**config.mk**
```make
export PLATFORM = sky130hd
export DESIGN_NAME = axis_stim_seq
export DESIGN_NICKNAME = d
export VERILOG_FILES = /design/src/rtl/axis_stim_seq.sv
export SDC_FILE = /design/constraint.sdc
export NUM_CORES = 1
export LEC_CHECK = 0
export BUFFER_PORTS_ARGS = -buffer_cell sky130_fd_sc_hd__buf_2
export CORE_MARGIN = 1.5
export CORE_UTILIZATION = 61
export CTS_CLUSTER_DIAMETER = 50
export CTS_CLUSTER_SIZE = 30
export DETAILED_ROUTE_END_ITERATION = 7
export PLACE_DENSITY = 0.84
export SKIP_LAST_GASP = 1
export SLEW_MARGIN = 20
export SYNTH_ARGS = -nofsm -noshare
export SYNTH_HDL_FRONTEND = slang
export SYNTH_SLANG_ARGS = --single-unit
```
**constraint.sdc**
```tcl
create_clock -name clk -period 7.1 [get_ports clk]
set_clock_uncertainty 0.05 [all_clocks]
set_input_delay 0.355 -clock clk [delete_from_list [all_inputs] [get_ports clk]]
set_output_delay 0.355 -clock clk [all_outputs]
set_load 0.03 [all_outputs]
```
**src/rtl/axis_stim_seq.sv**
```systemverilog
// axis_stim_seq: sequences an AXI-Stream stimulus generator through
// clear / run / inter-frame gap phases and counts completed frames by
// tapping the generator's output handshake.
// Optional feature macro: AXIS_STIM_SEQ_TIMEOUT_EN enables a stall watchdog
// that aborts the sequence after TO_CYCLES RUN cycles without a beat.
module axis_stim_seq #(
  parameter int CNT_W     = 16,
  parameter int GAP_W     = 16,
  parameter int TO_CYCLES = 4096
) (
  input  logic             clk,
  input  logic             rstn,
  input  logic             start,
  input  logic             abort,
  input  logic [7:0]       cfg_frame_len,
  input  logic [CNT_W-1:0] cfg_num_frames,
  input  logic [GAP_W-1:0] cfg_gap,
  input  logic             mon_tvalid,
  input  logic             mon_tready,
  input  logic             mon_tlast,
  output logic             stim_en,
  output logic             stim_clr,
  output logic [7:0]       stim_frame_len,
  output logic             busy,
  output logic             done,
  output logic             aborted,
  output logic             cfg_err,
  output logic [CNT_W-1:0] frames_sent,
  output logic             timeout
);

  typedef enum logic [2:0] {IDLE, CLR, RUN, GAP, DONE} state_t;

  state_t           state_q;
  logic             stim_en_q;
  logic             stim_clr_q;
  logic [7:0]       frame_len_q;
  logic             busy_q;
  logic             done_q;
  logic             aborted_q;
  logic             cfg_err_q;
  logic [CNT_W-1:0] frames_sent_q;
  logic [CNT_W-1:0] num_frames_q;
  logic [GAP_W-1:0] gap_q;
  logic [GAP_W-1:0] gap_cnt_q;

  logic             beat;
  logic             frame_end;
  logic [CNT_W-1:0] frames_inc;
  logic             count_reached;

  assign beat          = mon_tvalid & mon_tready;
  assign frame_end     = beat & mon_tlast;
  assign frames_inc    = frames_sent_q + CNT_W'(1);
  // A zero frame count means continuous mode, which never completes.
  assign count_reached = (num_frames_q != '0) && (frames_inc == num_frames_q);

`ifdef AXIS_STIM_SEQ_TIMEOUT_EN
  localparam int WD_W = $clog2(TO_CYCLES + 1);

  logic [WD_W-1:0] wd_cnt_q;
  logic            timeout_q;
  logic            wd_expire;

  // Stall detected on the RUN cycle that would make the idle count reach the limit.
  assign wd_expire = (state_q == RUN) && !beat && (wd_cnt_q == WD_W'(TO_CYCLES - 1));
  assign timeout   = timeout_q;
`else
  assign timeout = 1'b0;
`endif

  // Sequencer FSM; every output is a register updated here.
  always_ff @(posedge clk or negedge rstn) begin
    if (!rstn) begin
      state_q       <= IDLE;
      stim_en_q     <= 1'b0;
      stim_clr_q    <= 1'b0;
      frame_len_q   <= '0;
      busy_q        <= 1'b0;
      done_q        <= 1'b0;
      aborted_q     <= 1'b0;
      cfg_err_q     <= 1'b0;
      frames_sent_q <= '0;
      num_frames_q  <= '0;
      gap_q         <= '0;
      gap_cnt_q     <= '0;
`ifdef AXIS_STIM_SEQ_TIMEOUT_EN
      wd_cnt_q      <= '0;
      timeout_q     <= 1'b0;
`endif
    end else begin
      // Pulse outputs default low; each lasts a single cycle.
      done_q     <= 1'b0;
      aborted_q  <= 1'b0;
      cfg_err_q  <= 1'b0;
      stim_clr_q <= 1'b0;

      if ((state_q != IDLE) && abort) begin
        state_q   <= IDLE;
        stim_en_q <= 1'b0;
        busy_q    <= 1'b0;
        aborted_q <= 1'b1;
      end else begin
        case (state_q)
          IDLE: begin
            // Abort in the same cycle cancels the start with no side effects.
            if (start && !abort) begin
              if (cfg_frame_len == 8'd0) begin
                cfg_err_q <= 1'b1;
              end else begin
                frame_len_q   <= cfg_frame_len;
                num_frames_q  <= cfg_num_frames;
                gap_q         <= cfg_gap;
                frames_sent_q <= '0;
                stim_clr_q    <= 1'b1;
                busy_q        <= 1'b1;
                state_q       <= CLR;
`ifdef AXIS_STIM_SEQ_TIMEOUT_EN
                wd_cnt_q      <= '0;
                timeout_q     <= 1'b0;
`endif
              end
            end
          end

          CLR: begin
            stim_en_q <= 1'b1;
            state_q   <= RUN;
          end

          RUN: begin
            if (frame_end) begin
              frames_sent_q <= frames_inc;
              if (count_reached) begin
                stim_en_q <= 1'b0;
                done_q    <= 1'b1;
                state_q   <= DONE;
              end else if (gap_q != '0) begin
                stim_en_q <= 1'b0;
                gap_cnt_q <= gap_q;
                state_q   <= GAP;
              end
            end
`ifdef AXIS_STIM_SEQ_TIMEOUT_EN
            // Expiry implies no beat, so it never collides with a frame end.
            if (wd_expire) begin
              timeout_q <= 1'b1;
              aborted_q <= 1'b1;
              stim_en_q <= 1'b0;
              busy_q    <= 1'b0;
              state_q   <= IDLE;
            end else if (beat) begin
              wd_cnt_q <= '0;
            end else begin
              wd_cnt_q <= wd_cnt_q + WD_W'(1);
            end
`endif
          end

          GAP: begin
            // gap_cnt_q was loaded with the gap length, so GAP lasts exactly that many cycles.
            if (gap_cnt_q <= GAP_W'(1)) begin
              stim_en_q <= 1'b1;
              state_q   <= RUN;
            end else begin
              gap_cnt_q <= gap_cnt_q - GAP_W'(1);
            end
          end

          DONE: begin
            busy_q  <= 1'b0;
            state_q <= IDLE;
          end

          default: begin
            stim_en_q <= 1'b0;
            busy_q    <= 1'b0;
            state_q   <= IDLE;
          end
        endcase
      end
    end
  end

  assign stim_en        = stim_en_q;
  assign stim_clr       = stim_clr_q;
  assign stim_frame_len = frame_len_q;
  assign busy           = busy_q;
  assign done           = done_q;
  assign aborted        = aborted_q;
  assign cfg_err        = cfg_err_q;
  assign frames_sent    = frames_sent_q;

endmodule

```
==> results.md <==
| Metric | Reported | Unit |
| --- | --- | --- |
| Failing checks | negative hold slack | - |
| Layout-stage area growth over the synthesis result | 15.29 | % |
| Fin crit period | 3.537 | ns |
| Data required time of the worst path | 7.24 | ns |
| Final #Nets | 572 | - |
| Remaining antenna violation count | 0 | - |
| Worst rel slew slack | 46.14 | % |
| Sequential Area | 2027 | sq um |
| Delay of the slowest cell on the worst path | 0.79 | ns |
| Mapped Avg Cell Area | 9.698 | sq um |
| Leakage power | 0.002181 | uW |
| Dominant cells by area after synthesis | sky130_fd_sc_hd__dfrtp_1, sky130_fd_sc_hd__mux2_2, sky130_fd_sc_hd__o21ai_0 | - |
| Count of warnings emitted by yosys | 0 | - |
| Post-DR vias/cell | 6.454 | - |
| Highest clock rate | 282.7 | MHz |
| Cell family with the largest share of critical-path delay | simple AND/OR/NAND/NOR gates | - |
| Remaining global-route overflow | 0 | - |
| Post-CTS Resized | 0 | - |
| Post-synthesis instance area | 4403 | sq um |
| TNS Setup | 0 | ns |
| Maximum number of pins on one net before global-route repair | 82 | - |
| Wire length after detailed routing | 11.33 | mm |
| Fin. Hold Viols | 32 | - |
| Top cells by instance count after synthesis | sky130_fd_sc_hd__dfrtp_1, sky130_fd_sc_hd__o21ai_0, sky130_fd_sc_hd__nand2_1, sky130_fd_sc_hd__mux2_2, sky130_fd_sc_hd__nor2_1 | - |
| Fillers | 478 | - |
| Average detailed-routed wire length per instance | 18.18 | um |
| Vertical extent of the die | 87.96 | um |
| Reg-to-reg critical path startpoint | frames_sent[0] | - |
| Largest driver fanout on the critical path | 15 | - |
| Placement Rows | 30 | - |
| Clock Sink Count | 81 | - |
| Setup repair after global routing missed its margin | no | - |
| Count of cells along the worst register-to-register path | 8 | - |
| Hold buffer count at cts | 0 | - |
| Cell type of the slowest stage on the worst timing path | sky130_fd_sc_hd__or4_1 | - |
| Crit Path Class | reg -> reg | - |
| Reg2Reg Capture Point | gap_cnt_q[12] | - |
| Share of the clock period used by the worst path after layout | 49.82 | % |
| Cells after synthesis | 454 | - |
| Share of the synthesized area in the top cell type | 46.04 | % |
| Element type at the critical path start | register | - |
| Port Buffers | 76 | - |
| Initial core utilization | 64.10 | % |
| Number of nets produced by synthesis | 504 | - |
| Number of max-cap violations | 0 | - |
| Via count | 4021 | - |
| Fraction of the yosys area taken by sequential cells | 46.04 | % |
| Diodes inserted | 0 | - |
| CP Cell Sequence | ha_1, nand4_1, nor2_1, a211oi_1, or4_1, or4_1, a31oi_1, a21oi_1 | - |
| Inserted Clock Buffers | 9 | - |
| # Post-CTS Setup Buffers | 0 | - |
| Worst Setup End Kind | register | - |
| Worst setup slack for register-to-register paths | 3.56 | ns |
| Number of antenna violations at the first check in global routing | 0 | - |
| Core ar. | 6869 | sq um |
| Power density normalized to cell area | 403.8 | nW/um^2 |
| DRC violation count after routing | 0 | - |
| Final setup violating endpoints | 0 | - |
| Insertion delay of the later-clocked pin in the worst-skew pair | 0.36 | ns |
| Count of flip-flops with a built-in enable after synthesis | 0 | - |
| Master cell of the clock root buffer | sky130_fd_sc_hd__clkbuf_8 | - |
| Bufs and invs on worst path | 0 | - |
| Area of the multi-input gates | 2263 | sq um |
| Count of cell types in the netlist | 52 | - |
| Worst IR drop on VDD | 0.0002713 | V |
| H-tree level count | 3 | - |
| Number of flip-flops and latches in the synthesized netlist | 81 | - |
| Final Wtd Congestion | 0.9355 | - |
| Number of global-route vias before repair | 3748 | - |
| Number of max-slew violations in the final report | 0 | - |
| Transition time at the pin with the least slew margin | 0.8049 | ns |
| CTS tree | built | - |
| Worst slack on hold paths | -0.02330 | ns |
| DP Wirelength | 7.717 | mm |
| Global-route total usage across every layer | 31.31 | % |
| Most used cell, CP | sky130_fd_sc_hd__or4_1 | - |
| Cell type with the highest aggregate area in the netlist | sky130_fd_sc_hd__dfrtp_1 | - |
| Register clock-pin slew on the reported worst setup and hold paths | 0.08 | ns |
| Dominant cell by count in the synthesized netlist | sky130_fd_sc_hd__dfrtp_1 | - |
| Die extent in x | 87.96 | um |
| Maximum clock insertion buffer count | 2 | - |
| Critical Path AT | 3.68 | ns |
| Run status | finished, violations left | - |
| Wire length of the first global-routing pass | 18.47 | mm |
| Type of the tightest min-delay check | in -> async | - |
| Layout cell share with drive strength beyond 1 | 27.32 | % |
| Starting DRC count in detailed routing | 385 | - |
| Initial DRT Pass Iterations | 5 | - |
| Die Area | 7737 | sq um |
| Dominant synthesized flop cell | sky130_fd_sc_hd__dfrtp_1 | - |
| Count of pins on the block boundary | 78 | - |
| Async set-or-reset flop fraction in the synthesized netlist | 100.0 | % |
## worst max path at each step
stage,startpoint,slack [ns],to,cells after the start
finish,frames_sent[0],3.56,gap_cnt_q[12],8
global route,frames_sent[0],3.38,gap_cnt_q[14],8
CTS,frames_sent[0],3.62,gap_cnt_q[14],8
detailed placement,frames_sent[0],3.67,gap_cnt_q[14],8
global placement,frames_sent[0],3.83,gap_cnt_q[14],8
floorplan,frames_sent[0],3.95,gap_cnt_q[10],11
## registers in the layout (all words and copies together) (netlist names), 3 cells and up
| register | count |
|---|---|
| frames_sent | 16 |
| gap_cnt_q | 16 |
| gap_q | 16 |
| num_frames_q | 16 |
| stim_frame_len | 8 |
| state_q | 3 |
## per-layer routing
metal	share of wire [%]	vias up	routed length, um	track usage [%]
met4	1.9	0	220	11.69
li1	-	1825	-	-
met3	8.7	28	985	6.598
met2	46	217	5249	47.68
met5	0	-	0	0
met1	43	1951	4870	44.27
## per-stage QoR
step                      setup slack [ns]  area (sq um)  utilization, %  instances  power (uW)
final                                3.563          5076           73.90        623        2050
after floorplan                      3.950          4403               -        454        1398
after CTS                            3.620          5070           73.81        623        2033
after detailed placement             3.673          4832           70.35        607        1627
after global routing                 3.382          5076           73.90        623        2164
after global placement               3.830          4832           70.35        607        1585
## worst reg2reg max path, stage by stage, from the launching register on
cell	delay, ns
sky130_fd_sc_hd__dfrtp_1	0.45
sky130_fd_sc_hd__ha_1	0.32
sky130_fd_sc_hd__nand4_1	0.18
sky130_fd_sc_hd__nor2_1	0.44
sky130_fd_sc_hd__a211oi_1	0.19
sky130_fd_sc_hd__or4_1	0.58
sky130_fd_sc_hd__or4_1	0.79
sky130_fd_sc_hd__a31oi_1	0.31
sky130_fd_sc_hd__a21oi_1	0.08
## cell usage in the layout, fill, tap and decap left out, types with 9 or more instances in the layout
cell type                  instances
sky130_fd_sc_hd__nor3_1            9
sky130_fd_sc_hd__buf_2            75
sky130_fd_sc_hd__dfrtp_1          81
sky130_fd_sc_hd__nor4_1           19
sky130_fd_sc_hd__xnor2_1          12
sky130_fd_sc_hd__mux2_2           40
sky130_fd_sc_hd__nand3_1          17
sky130_fd_sc_hd__nand4_1           9
sky130_fd_sc_hd__a21oi_1          19
sky130_fd_sc_hd__nand2_1          41
sky130_fd_sc_hd__o21ai_0          42
sky130_fd_sc_hd__clkbuf_8         11
sky130_fd_sc_hd__nor2_1           32
## power breakdown
part	total, uW	internal [uW]	switching [uW]
combinational	795	344	451
sequential	856	646	210
clock	398	220	178
## cell families (layout without fill, tap and decap cells)
group	Yosys count	count (layout)	share of synthesized area, %
multiplexers	41	41	10.46
flip-flops	81	81	46.04
AO/OA/AOI/OAI	106	106	14.49
buffers and inverters	28	101	2.870
XOR/XNOR	21	21	4.348
AND/OR/NAND/NOR	173	173	20.86
adder cells (fa/ha/maj)	3	3	0.8526
other	1	1	0.08517
## final cells by class
cell class              count  area share, %
clock buffers              11          2.982
clock inverters             5          1.701
inverters                   7         0.5176
multi-input cells         345          44.59
flip-flops and latches     81          39.93
well taps                  96          2.366
repair buffers             78          7.912
No activity file was read; power rests on OpenSTA's default activity.
